===== src/rtl/servo_cmd_decoder.sv =====
// Serial byte-command decoder driving a servo PWM compare value.
// Parses '+', '-', 'c', '?', 'p'<hi><lo> commands and slews compare toward the target.
module servo_cmd_decoder #(
  parameter int POS_W       = 10,
  parameter int MIN_POS     = 51,
  parameter int MAX_POS     = 102,
  parameter int CENTER      = 77,
  parameter int STEP        = 5,
  parameter int SLEW_DIV    = 50000,
  parameter int ARG_TIMEOUT = 5000000
) (
  input  logic             clk,
  input  logic             rst,
  input  logic [7:0]       rx_data,
  input  logic             new_rx_data,
  output logic [7:0]       tx_data,
  output logic             new_tx_data,
  input  logic             tx_busy,
  output logic [POS_W-1:0] compare,
  output logic             at_target,
  output logic             overrun
);

  typedef enum logic [2:0] {IDLE, ARG_HI, ARG_LO, TX_A, TX_B} state_t;

  localparam int SLEW_W = (SLEW_DIV > 1) ? $clog2(SLEW_DIV) : 1;
  localparam int TO_W   = (ARG_TIMEOUT > 1) ? $clog2(ARG_TIMEOUT) : 1;

  localparam logic [POS_W-1:0]  MIN_P     = POS_W'(MIN_POS);
  localparam logic [POS_W-1:0]  MAX_P     = POS_W'(MAX_POS);
  localparam logic [POS_W-1:0]  CTR_P     = POS_W'(CENTER);
  localparam logic [POS_W-1:0]  STEP_P    = POS_W'(STEP);
  localparam logic [POS_W:0]    STEP_X    = (POS_W+1)'(STEP);
  localparam logic [SLEW_W-1:0] SLEW_LAST = SLEW_W'(SLEW_DIV - 1);
  localparam logic [TO_W-1:0]   TO_LAST   = TO_W'(ARG_TIMEOUT - 1);
  localparam logic [7:0]        ACK       = 8'h6B;
  localparam logic [7:0]        NAK       = 8'h21;

  state_t            state;
  logic [POS_W-1:0]  target;
  logic [7:0]        arg_hi;
  logic [7:0]        tx_lo;
  logic              two_byte;
  logic [SLEW_W-1:0] slew_cnt;
  logic [TO_W-1:0]   to_cnt;

  logic [POS_W:0]    inc_sum;
  logic [POS_W-1:0]  plus_pos;
  logic [POS_W-1:0]  minus_pos;
  logic [POS_W-1:0]  arg_pos;
  logic [15:0]       arg_raw;
  logic [15:0]       cmp16;

  // Saturating arithmetic for the next target; '-' compares before subtracting
  // so an unsigned target can never wrap below zero.
  always_comb begin
    inc_sum   = {1'b0, target} + STEP_X;
    plus_pos  = (inc_sum > {1'b0, MAX_P}) ? MAX_P : inc_sum[POS_W-1:0];
    minus_pos = (target >= MIN_P + STEP_P) ? target - STEP_P : MIN_P;
    arg_raw   = {arg_hi, rx_data};
    if (arg_raw < 16'(MIN_POS))      arg_pos = MIN_P;
    else if (arg_raw > 16'(MAX_POS)) arg_pos = MAX_P;
    else                             arg_pos = POS_W'(arg_raw);
    cmp16     = 16'(compare);
  end

  // NOTE: every register here is state, so all updates use non-blocking
  // assignments; blocking ones would let later statements see half-updated values.
  always_ff @(posedge clk) begin
    if (rst) begin
      state       <= IDLE;
      target      <= CTR_P;
      compare     <= CTR_P;
      tx_data     <= 8'h00;
      new_tx_data <= 1'b0;
      at_target   <= 1'b1;
      overrun     <= 1'b0;
      arg_hi      <= 8'h00;
      tx_lo       <= 8'h00;
      two_byte    <= 1'b0;
      slew_cnt    <= '0;
      to_cnt      <= '0;
    end else begin
      new_tx_data <= 1'b0;
      at_target   <= (compare == target);

      if (slew_cnt == SLEW_LAST) begin
        slew_cnt <= '0;
        if (compare < target)      compare <= compare + POS_W'(1);
        else if (compare > target) compare <= compare - POS_W'(1);
      end else begin
        slew_cnt <= slew_cnt + SLEW_W'(1);
      end

      case (state)
        IDLE: begin
          if (new_rx_data) begin
            // Replies are launched straight away when the transmitter is free.
            state       <= TX_A;
            new_tx_data <= !tx_busy;
            tx_data     <= ACK;
            two_byte    <= 1'b0;
            case (rx_data)
              8'h2B: target <= plus_pos;
              8'h2D: target <= minus_pos;
              8'h63: target <= CTR_P;
              8'h70: begin
                state       <= ARG_HI;
                new_tx_data <= 1'b0;
                to_cnt      <= '0;
              end
              8'h3F: begin
                tx_data  <= cmp16[15:8];
                tx_lo    <= cmp16[7:0];
                two_byte <= 1'b1;
              end
              default: tx_data <= NAK;
            endcase
          end
        end

        ARG_HI, ARG_LO: begin
          if (new_rx_data) begin
            to_cnt <= '0;
            if (state == ARG_HI) begin
              arg_hi <= rx_data;
              state  <= ARG_LO;
            end else begin
              target      <= arg_pos;
              tx_data     <= ACK;
              two_byte    <= 1'b0;
              new_tx_data <= !tx_busy;
              state       <= TX_A;
            end
          end else if (to_cnt == TO_LAST) begin
            tx_data     <= NAK;
            two_byte    <= 1'b0;
            new_tx_data <= !tx_busy;
            state       <= TX_A;
          end else begin
            to_cnt <= to_cnt + TO_W'(1);
          end
        end

        TX_A, TX_B: begin
          if (new_rx_data) overrun <= 1'b1;
          // A visible pulse means this byte has been handed over; move on and
          // leave one idle cycle so tx_busy can rise before the next byte.
          if (new_tx_data) begin
            if (state == TX_A && two_byte) begin
              state   <= TX_B;
              tx_data <= tx_lo;
            end else begin
              state <= IDLE;
            end
          end else begin
            new_tx_data <= !tx_busy;
          end
        end

        default: state <= IDLE;
      endcase
    end
  end

endmodule

===== config.mk =====
export PLATFORM = sky130hd
export DESIGN_NAME = servo_cmd_decoder
export DESIGN_NICKNAME = d
export VERILOG_FILES = /design/src/rtl/servo_cmd_decoder.sv
export SDC_FILE = /design/constraint.sdc
export NUM_CORES = 1
export LEC_CHECK = 0
export CAP_MARGIN = 20
export CORE_ASPECT_RATIO = 0.6
export CORE_MARGIN = 1
export CORE_UTILIZATION = 52
export DETAILED_ROUTE_END_ITERATION = 8
export PLACE_DENSITY = 0.73
export SYNTH_ARGS = -nofsm -noshare
export SYNTH_HDL_FRONTEND = slang
export SYNTH_SLANG_ARGS = --single-unit

===== constraint.sdc =====
create_clock -name clk -period 4.4 [get_ports clk]
set_clock_uncertainty 0.2 [all_clocks]
set_input_delay 0.88 -clock clk [delete_from_list [all_inputs] [get_ports clk]]
set_output_delay 0.88 -clock clk [all_outputs]
set_load 0.01 [all_outputs]

== After elaboration in Yosys (flattened, before gate mapping) ==
Cells that the tools add are included.
Word-level totals
  latch bits: 0
  output and inout port bits: 21
  memories: 0
  RAM bits: 0
  bits of input ports: 12
  memory bits (read-only): 0
  flip-flop bits (word level): 90
  logic and storage cells: 110
Operators by class
  eq/ne operators: 22
  divide/modulo/power cells: 0
  bitwise operators: 0
  shift-type cells: 0
  muxes and demuxes: 45
  $add $sub $neg: 6
  multiply operators: 0
  reduce and logical (&&, ||, !) cells: 19
  order comparisons: 6
Operator list (count)
  23-bit two-way mux: 4
  10-bit two-way mux: 9
  8-bit two-way mux: 6
  23-bit case mux with 2 select lines: 1
  10-bit case mux with 3 select lines: 1
  8-bit by 6-bit == test with 1-bit output, second input constant: 3
  8-bit case mux with 3 select lines: 1
  23-bit by 1-bit adder with 23-bit output, second input constant: 1
  23-bit == test, second input constant: 1
  10-bit case mux with 2 select lines: 1
  16-bit by 1-bit adder with 16-bit output, second input constant: 1
  16-bit == test, second input constant: 1
  8-bit by 7-bit == test with 1-bit output, second input constant: 2
  16-bit by 7-bit greater-than comparator with 1-bit output, second input constant: 1
  16-bit by 6-bit less-than comparator with 1-bit output, second input constant: 1
  3-bit two-way mux: 5
  7-bit case mux with 2 select lines: 1
  1-bit two-way mux: 12
  10-bit by 3-bit adder with 11-bit output, second input constant: 1
  11-bit by 7-bit greater-than comparator with 1-bit output, second input constant: 1
  10-bit by 1-bit adder with 10-bit output, second input constant: 1
  10-bit == test: 1
  10-bit by 6-bit greater-or-equal comparator with 1-bit output, second input constant: 1
  10-bit greater-than comparator: 1
  other kinds (26): 40

== Logic depth before layout (Yosys ltp) ==
Gate-level depths: netlist of run 1.
  word-level depth: 6
  depth in mapped cells: 15
  depth with buffers taken out: 14

== Least setup slack after synthesis of run 1 ==
Ideal clock, no wire load.
  kind: reg2reg
  start point: register target[3]
  end point: register compare[9]
  period minus slack after synthesis: 3.718 ns
  stages on the path, launching flop included: 15
  required time: 4.079 ns
  setup slack: 0.682 ns
  arrival time: 3.397 ns
  cells stage by stage: dfxtp_1 buf_2 inv_1 ha_1 and3_1 o21ai_0 a31oi_1 or2_2 ha_1 a21o_1 a31oi_1 o21ai_0 o41ai_1 mux2i_1 mux2_2
On the way
  longest elaborated chain between the ends: 3
Ends and longest elaborated chain
  from (decl): line 40  | logic [POS_W-1:0] target;
  from (signal assigned): line 104  | 8'h2B: target <= plus_pos;
  from (signal assigned): line 105  | 8'h2D: target <= minus_pos;
  from (signal assigned): line 129  | target <= arg_pos;
  10-bit less-than comparator / 10-bit greater-than comparator (equally long branches): line 89, 90
  2-bit nonzero test (no line)
  2-bit AND reduction (no line)
  to (signal assigned): line 89  | if (compare < target) compare <= compare + POS_W'(1);
  to (signal assigned): line 90  | else if (compare > target) compare <= compare - POS_W'(1);
  to (decl): line 19  | output logic [POS_W-1:0] compare,
Several ways; a longest one is shown, not always the timed one.
A chain may end at the register's enable or synchronous reset.

== Worst setup path in the final report of run 1 ==
  start point: register target[4]
  end point: register compare[9]
The elaborated chain is that of the path after synthesis.

==> results of run 1 <==
-- metrics by stage --
stage               power, mW  instances  setup WS, ns  util [%]
global route             4.02        828        0.0311      62.1
floorplan                2.44        671         0.682         -
global placement         2.79        812         0.399      58.7
finish                   3.79        828         0.320      62.1
CTS                      3.72        828         0.150      61.9
detailed placement       2.86        812         0.181      58.7
-- final cells by class --
cell class | instances | area (um^2)
tap | 135 | 169
clock inverter | 7 | 98.8
clock buffer | 9 | 225
multi-input combinational | 517 | 3420
timing repair buffer | 42 | 395
fill | 873 | 3800
sequential | 90 | 1810
inverter | 28 | 105
-- report_power, final --
group          internal [mW]  switching (mW)  total (mW)
logic                  0.770            1.16        1.93
clock network          0.503           0.351       0.854
registers              0.890           0.117        1.01
total                   2.16            1.62        3.79
-- metal layers --
metal,share of wire (%),up-vias
met3,11,19
met5,0,-
met1,48,2390
li1,-,2474
met4,1.0,0
met2,40,265
-- flip-flops by register name (all words and copies together) (netlist names) --
name and cells:
to_cnt 23, slew_cnt 16, compare 10, target 10
arg_hi 8, tx_data 8, tx_lo 8, state 3
at_target 1, new_tx_data 1, overrun 1, two_byte 1
-- placed cells by master, fill, tap and decap left out, types with 17 or more instances in the layout --
cell             netlist  routed
clkdlybuf4s50_1        0      32
nand3_1               34      34
ha_1                  24      24
xnor2_1               35      35
nor2_1                96      96
a21oi_1               35      35
mux2i_1               17      17
o21ai_0               32      32
nor4_1                17      17
inv_1                 27      27
nand2_1               29      29
nor3_1                20      20
dfxtp_1               90      87
-- kinds of logic (layout without fill, tap and decap cells) --
logic type | Yosys count | after routing | share of synthesized area, %
simple gates | 282 | 282 | 27.0
compound gates | 141 | 141 | 17.8
flops | 90 | 90 | 32.9
buf+inv | 64 | 86 | 4.80
xor+xnor | 48 | 48 | 7.69
fa+ha+maj | 25 | 25 | 5.86
mux | 21 | 21 | 3.93
-- worst max-delay path by stage --
stage | to | slack (ns) | start | cells past startpoint
2_1_floorplan | compare[9] | 0.68 | target[3] | 14
3_3_place_gp | compare[9] | 0.40 | target[4] | 13
3_5_place_dp | compare[9] | 0.18 | target[4] | 13
4_1_cts | compare[9] | 0.15 | target[4] | 13
5_1_grt | compare[9] | 0.03 | target[4] | 13
6_report | compare[9] | 0.32 | target[4] | 13
-- worst min-delay path: cells and delay by family, from the launching register on --
kind	cells	cell delay (ns)
flip-flops	1	0.31
AND/OR/NAND/NOR	1	0.05
AO/OA/AOI/OAI	1	0.06
==> results.cfg, run 1 <==
[floorplanning]
io_pins = 33
initial_core_util_pct = 54.6
placement_rows = 28
die_x_um = 134
die_area_mm2 = 0.0109
die_h_um = 81.4
coreArea_mm2 = 0.0100

[synth]
synth_edf_count = 0
synthTopCellsByCount = nor2_1 (96), dfxtp_1 (90), a21oi_1 (35), xnor2_1 (35), nand3_1 (34)
syn_nets = 708
syn_area_mm2 = 0.00547
syn_avg_cell_area_um2 = 8.15
yosys.cell_count.top_type = nor2_1
synthTopCellsByArea = dfxtp_1 (33%), nor2_1 (6.6%), xnor2_1 (5.6%)
ys_seq_area_share_pct = 32.9
yosysUniqueCellTypes = 73
ys.flop_type = dfxtp_1
yosys_warnings = 0
synthCells = 671
ys_seq_elements = 90
synth.top_cell.area_share_pct = 32.9
async_flop_share_pct = 0
yosys.area.top_type = dfxtp_1

[setup_path]
critPathMaxFanout = 12
r2r_end = compare[9]
r2r_start = target[4]
slowest_stage = dfxtp_2
worstRegToRegCells = 13
worst-setup-path-type = reg -> reg
path_delay_family = compound AO/OA/AOI/OAI gates
r2r_setup_slack_ns = 0.32
crit_path_end_kind = flip-flop
worstPathBufferInverterCount = 1
startpoint_type = flip-flop
cp.arrival_ns = 4.12
crit_chain = clkinv_1 -> ha_1 -> and3_1 -> o21ai_0 -> a31oi_1 -> or2_2 -> ha_1 -> a21o_1 -> a31oi_1 -> o21ai_0 -> o41ai_2 -> mux2i_1 -> mux2_2
required_ns = 4.43
cpPeakStageDelay_ns = 0.45

[clock_network]
holdBufCountCts = 0
ctsHtreeMaxLevel = 3
cts_made_buffers = 9
max-clock-path-buffers = 2
post-cts-setup-buffers = 0
cts.reportedPaths.clkPinSlew_ns = 0.07
root_buffer = clkbuf_16
cts_resized = 0
clkLatencyLatePin_ns = 0.35
cts_tree = yes
clock_sinks = 90

[worst_hold_path]
hold_path.startpoint = tx_lo[6]
min_path_type = reg -> reg
worstHoldEndpoint = tx_data[6]
min_path_cells = 2

[final_layout]
num-nets-final = 725
area.growth.synth_to_final_pct = 13.7
drive_gt1_share_pct = 7.36
design_area_mm2 = 0.00622
antennaDiodeCount = 0

[global_route]
grt_overflow = 0
busiest_layer = met1
grt_max_degree = 47
use_met3_pct = 5.93
grt_use_met2_pct = 40.4
grt_pass1_vias = 4659
grt_pass1_wl_mm = 23.9
antenna_found_initial = 0
grt_util_met1_pct = 41.7
grt_use_total_pct = 27.8

[sta]
drv_slew = 0
maxSlewHeadroom_pct = 30.6
fin_crit_sh_pct = 92.7
rsz0062_at_grt = no
fin_crit_ns = 4.08
fmax_ghz = 0.245
worst_slew_pin_slew_ns = 1.03
finalSetupViolCount = 0
whs_ns = 0.270
finalHoldViolCount = 0
tns_ns = 0

[routing]
totalWireLength_mm = 14.4
drc = 0
drt_iter0_drc = 550
drt_pre_antenna_iters = 5
drtAntennaViolNets = 0
wl_per_cell_um = 17.4
via_per_inst = 6.22
routed-via-count = 5148

[placement]
place_congestion = 0.930
post_dp_cell_area_mm2 = 0.00588
dp_hpwl_mm = 10.3
numPortBuffers = 32

[outcome]
run_status = finished clean

[pwr]
p_per_area_mw_per_mm2 = 609
p_leak_nw = 2.28
ir_drop_uv = 395

[job]
cap_violations = 0
No activity file was read; power rests on OpenSTA's default activity.
==> run 2, diff against run 1 <==
Settings changed: SETUP_SLACK_MARGIN from default to 0.1, TNS_END_PERCENT from default to 30.
==> results.cfg, run 2 (synthesized netlist as in run 1, its figures left out) <==
[final_layout]
largest_reg_flops = 23
num-nets-final = 725
largestRegisters = to_cnt: 23 flops, slew_cnt: 16 flops
final_cell_mix = nor2_1 (96), dfxtp_1 (87), a21oi_1 (35), xnor2_1 (35), nand3_1 (34)
top_register = to_cnt
final_common_cell = nor2_1
final_cells = 828
fillers = 876
antennaDiodeCount = 0
drive_gt1_share_pct = 7.36
area.growth.synth_to_final_pct = 13.7

[routing]
wl_per_cell_um = 17.4
drtAntennaViolNets = 0
via_per_inst = 6.25
drt_iter0_drc = 570
totalWireLength_mm = 14.4
drt_pre_antenna_iters = 5
drc = 0
routed-via-count = 5175

[setup_path]
critPathMaxFanout = 12
r2r_setup_slack_ns = 0.42
crit_chain = clkinv_1 -> ha_1 -> nand4_1 -> o21bai_1 -> a31oi_1 -> or2_4 -> ha_1 -> a21o_1 -> a31oi_1 -> o21ai_0 -> o41ai_2 -> mux2i_1 -> mux2_2
worstPathBufferInverterCount = 1
worstRegToRegCells = 13
required_ns = 4.44
cp.arrival_ns = 4.02
r2r_end = compare[9]
path_delay_family = compound AO/OA/AOI/OAI gates
worst-setup-path-type = reg -> reg
r2r_start = target[4]
crit_path_end_kind = flip-flop
cpPeakStageDelay_ns = 0.45
startpoint_type = flip-flop
slowest_stage = dfxtp_2

[global_route]
grt_use_total_pct = 27.8
antenna_found_initial = 0
grt_pass1_wl_mm = 23.9
grt_max_degree = 47
grt_overflow = 0
grt_pass1_vias = 4659

[placement]
post-place-ws_ns = 0.181
place_congestion = 0.930
numPortBuffers = 32
dp.cells = 812
dp_hpwl_mm = 10.3

[floorplanning]
io_pins = 33
initial_core_util_pct = 54.6
die_h_um = 81.4
die_area_mm2 = 0.0109
die_x_um = 134
coreArea_mm2 = 0.0100
placement_rows = 28

[worst_hold_path]
hold_path.startpoint = tx_lo[6]
min_path_cells = 2
worstHoldEndpoint = tx_data[6]
min_path_type = reg -> reg

[sta]
fmax_ghz = 0.251
drv_slew = 0
fin_crit_sh_pct = 90.6
tns_ns = 0
finalSetupViolCount = 0
maxSlewHeadroom_pct = 30.0
fin_crit_ns = 3.98
timing.final.ws_setup_ns = 0.415
finalHoldViolCount = 0
worst_slew_pin_slew_ns = 1.04
whs_ns = 0.269
rsz0062_at_grt = no

[pwr]
total_power_mw = 3.80
ir_drop_uv = 398
p_per_area_mw_per_mm2 = 611
p_leak_nw = 2.28

[clock_network]
cts_made_buffers = 9
clock_sinks = 90
post-cts-setup-buffers = 0
ctsHtreeMaxLevel = 3
clkLatencyLatePin_ns = 0.35
root_buffer = clkbuf_16
cts_tree = yes
max-clock-path-buffers = 2
cts.reportedPaths.clkPinSlew_ns = 0.07

[job]
cap_violations = 0

[outcome]
run_status = finished clean
-- run 2: worst max-delay path by stage --
stage,startpoint,end,slack [ns],cells after the start
after global placement,target[4],compare[9],0.40,13
after global routing,target[4],compare[9],0.14,13
after CTS,target[4],compare[9],0.15,13
after detailed placement,target[4],compare[9],0.18,13
final,target[4],compare[9],0.42,13
after floorplan,target[3],compare[9],0.68,14
-- run 2: tightest hold or removal path: stages (launching register included) --
cell and delay (ns):
dfxtp_1 0.31, nand2_1 0.05, a211oi_1 0.06
-- run 2: timing repair --
| item | 4_1_cts | 5_1_grt |
|---|---|---|
| endpoints found under the setup margin | 0 | 1 |
| hold buffers | 0 | 0 |
| gates resized for setup | 0 | 5 |
-- run 2: power breakdown --
part / switching (mW) / total, mW / internal, mW
registers: 0.118 / 1.01 / 0.890
clock network: 0.352 / 0.855 / 0.503
logic: 1.16 / 1.94 / 0.778
total: 1.63 / 3.80 / 2.17
-- run 2: layer usage --
layer,wire length [um],global-route usage [%]
met3,1440,5.93
met5,0,0
met1,7150,41.7
met4,107,6.40
met2,5750,40.4
-- run 2: layout make-up --
type	count	area (um^2)	share of cell area, %
clock buffers	9	225	3.62
well taps	135	169	2.72
flip-flops and latches	90	1810	29.0
inverters	28	105	1.69
multi-input cells	517	3420	55.0
repair buffers	42	395	6.36
clock inverters	7	98.8	1.59
-- run 2: stage by stage --
stage / utilization (%) / area (um^2)
after floorplan: - / 5470
after global placement: 58.7 / 5880
after detailed placement: 58.7 / 5880
after CTS: 61.9 / 6210
after global routing: 62.1 / 6220
final: 62.1 / 6220
==> run 3, diff against run 2 <==
Settings changed: CORE_UTILIZATION 52 to 35, PLACE_DENSITY 0.73 to 0.54, SLEW_MARGIN from default to 30.
==> results.cfg, run 3 (synthesized netlist as in run 1, its figures left out) <==
[clock_network]
clock_sinks = 90
cts_tree = yes
ctsHtreeMaxLevel = 3
holdBufCountCts = 0
cts.reportedPaths.clkPinSlew_ns = 0.08
root_buffer = clkbuf_16
max-clock-path-buffers = 2
cts_made_buffers = 9
clkLatencyLatePin_ns = 0.36

[routing]
drtAntennaViolNets = 0
wl_per_cell_um = 17.0
routed-via-count = 5053
drt_pre_antenna_iters = 5
drc = 0
totalWireLength_mm = 15.3
drt_iter0_drc = 440
via_per_inst = 5.62

[final_layout]
area.growth.synth_to_final_pct = 15.5
largest_reg_flops = 23
largestRegisters = to_cnt: 23 flops, slew_cnt: 16 flops
final_common_cell = nor2_1
top_register = to_cnt
fin_util_pct = 42.6
antennaDiodeCount = 0
drive_gt1_share_pct = 8.13
num-nets-final = 733
final_cell_mix = nor2_1 (96), dfxtp_1 (90), a21oi_1 (35), xnor2_1 (35), nand3_1 (34)

[setup_path]
startpoint_type = flip-flop
cp.arrival_ns = 4.10
r2r_end = compare[9]
r2r_start = target[1]
crit_path_end_kind = flip-flop
worst-setup-path-type = reg -> reg
required_ns = 4.45
worstRegToRegCells = 13
critPathMaxFanout = 9
r2r_setup_slack_ns = 0.35

[floorplanning]
die_h_um = 98.8
die_x_um = 163
die_area_mm2 = 0.0161
coreArea_mm2 = 0.0148
placement_rows = 34
initial_core_util_pct = 36.8
io_pins = 33

[global_route]
grt_overflow = 0
grt_max_degree = 36
grt_pass1_wl_mm = 25.2
antenna_found_initial = 0
grt_use_total_pct = 19.9
grt_pass1_vias = 4636

[sta]
fin_crit_sh_pct = 92.1
drv_slew = 0
rsz0062_at_grt = no
worst_slew_pin_slew_ns = 0.804
fin_crit_ns = 4.05
finalSetupViolCount = 0
fmax_ghz = 0.247
maxSlewHeadroom_pct = 46.0
tns_ns = 0
finalHoldViolCount = 0
timing.final.ws_setup_ns = 0.348
whs_ns = 0.265

[worst_hold_path]
min_path_type = reg -> reg
hold_path.startpoint = tx_lo[6]
worstHoldEndpoint = tx_data[6]
min_path_cells = 2

[outcome]
run_status = finished clean

[job]
cap_violations = 0

[pwr]
p_per_area_mw_per_mm2 = 598
total_power_mw = 3.78
p_leak_nw = 2.30
ir_drop_uv = 344

[placement]
dp_hpwl_mm = 11.4
numPortBuffers = 32
place_congestion = 0.888
post-place-ws_ns = 0.369
==> run 3: power by group <==
part           switching, mW  total (mW)  internal [mW]  leakage, nW
Combinational           1.24        2.03          0.795         1.43
Clock                  0.382       0.780          0.399        0.141
Sequential            0.0817       0.969          0.887        0.730
Total                   1.70        3.78           2.08         2.30
==> run 3: metrics by stage <==
step | instance area [um^2] | instances
3_5_place_dp | 6020 | 883
5_1_grt | 6320 | 899
2_1_floorplan | 5470 | 671
3_3_place_gp | 6020 | 883
4_1_cts | 6310 | 899
6_report | 6320 | 899
==> run 3: layer usage <==
metal | part of all wire, % | vias to the layer above | wire length [um] | GRT usage, %
met3 | 5.8 | 20 | 883 | 4.12
li1 | - | 2486 | - | -
met1 | 56 | 2397 | 8570 | 32.8
met2 | 37 | 150 | 5680 | 24.7
met4 | 0.97 | 0 | 148 | 5.10
met5 | 0 | - | 0 | 0
==> run 3: worst max path at each step <==
stage | startpoint | endpoint | slack [ns]
3_5_place_dp | target[1] | compare[9] | 0.37
5_1_grt | target[1] | compare[9] | 0.08
4_1_cts | target[1] | compare[9] | 0.33
2_1_floorplan | target[3] | compare[9] | 0.68
3_3_place_gp | target[1] | compare[9] | 0.54
6_report | target[1] | compare[9] | 0.35
==> run 3: area by class of cell <==
class,instances,area (um^2)
clock buffer,9,225
clock inverter,7,70.1
timing repair buffer,50,450
inverter,28,105
tap,198,248
multi-input combinational,517,3420
fill,1498,8530
sequential,90,1800
==> run 3: repair_timing <==
action / CTS / global route
endpoints found under the setup margin: 0 / 1
buffers inserted: 0 / 0
gates resized for setup: 0 / 1
hold endpoints to repair: 0 / 0
==> run 3: worst max-delay path: stages (launching register included) <==
cell,delay (ns)
dfxtp_1,0.47
inv_1,0.17
ha_1,0.31
nor2b_1,0.13
o21bai_1,0.12
a31oi_1,0.18
or2_2,0.42
ha_1,0.39
a21o_1,0.23
a31oi_1,0.19
o21ai_0,0.21
o41ai_2,0.33
mux2i_1,0.24
mux2_2,0.35
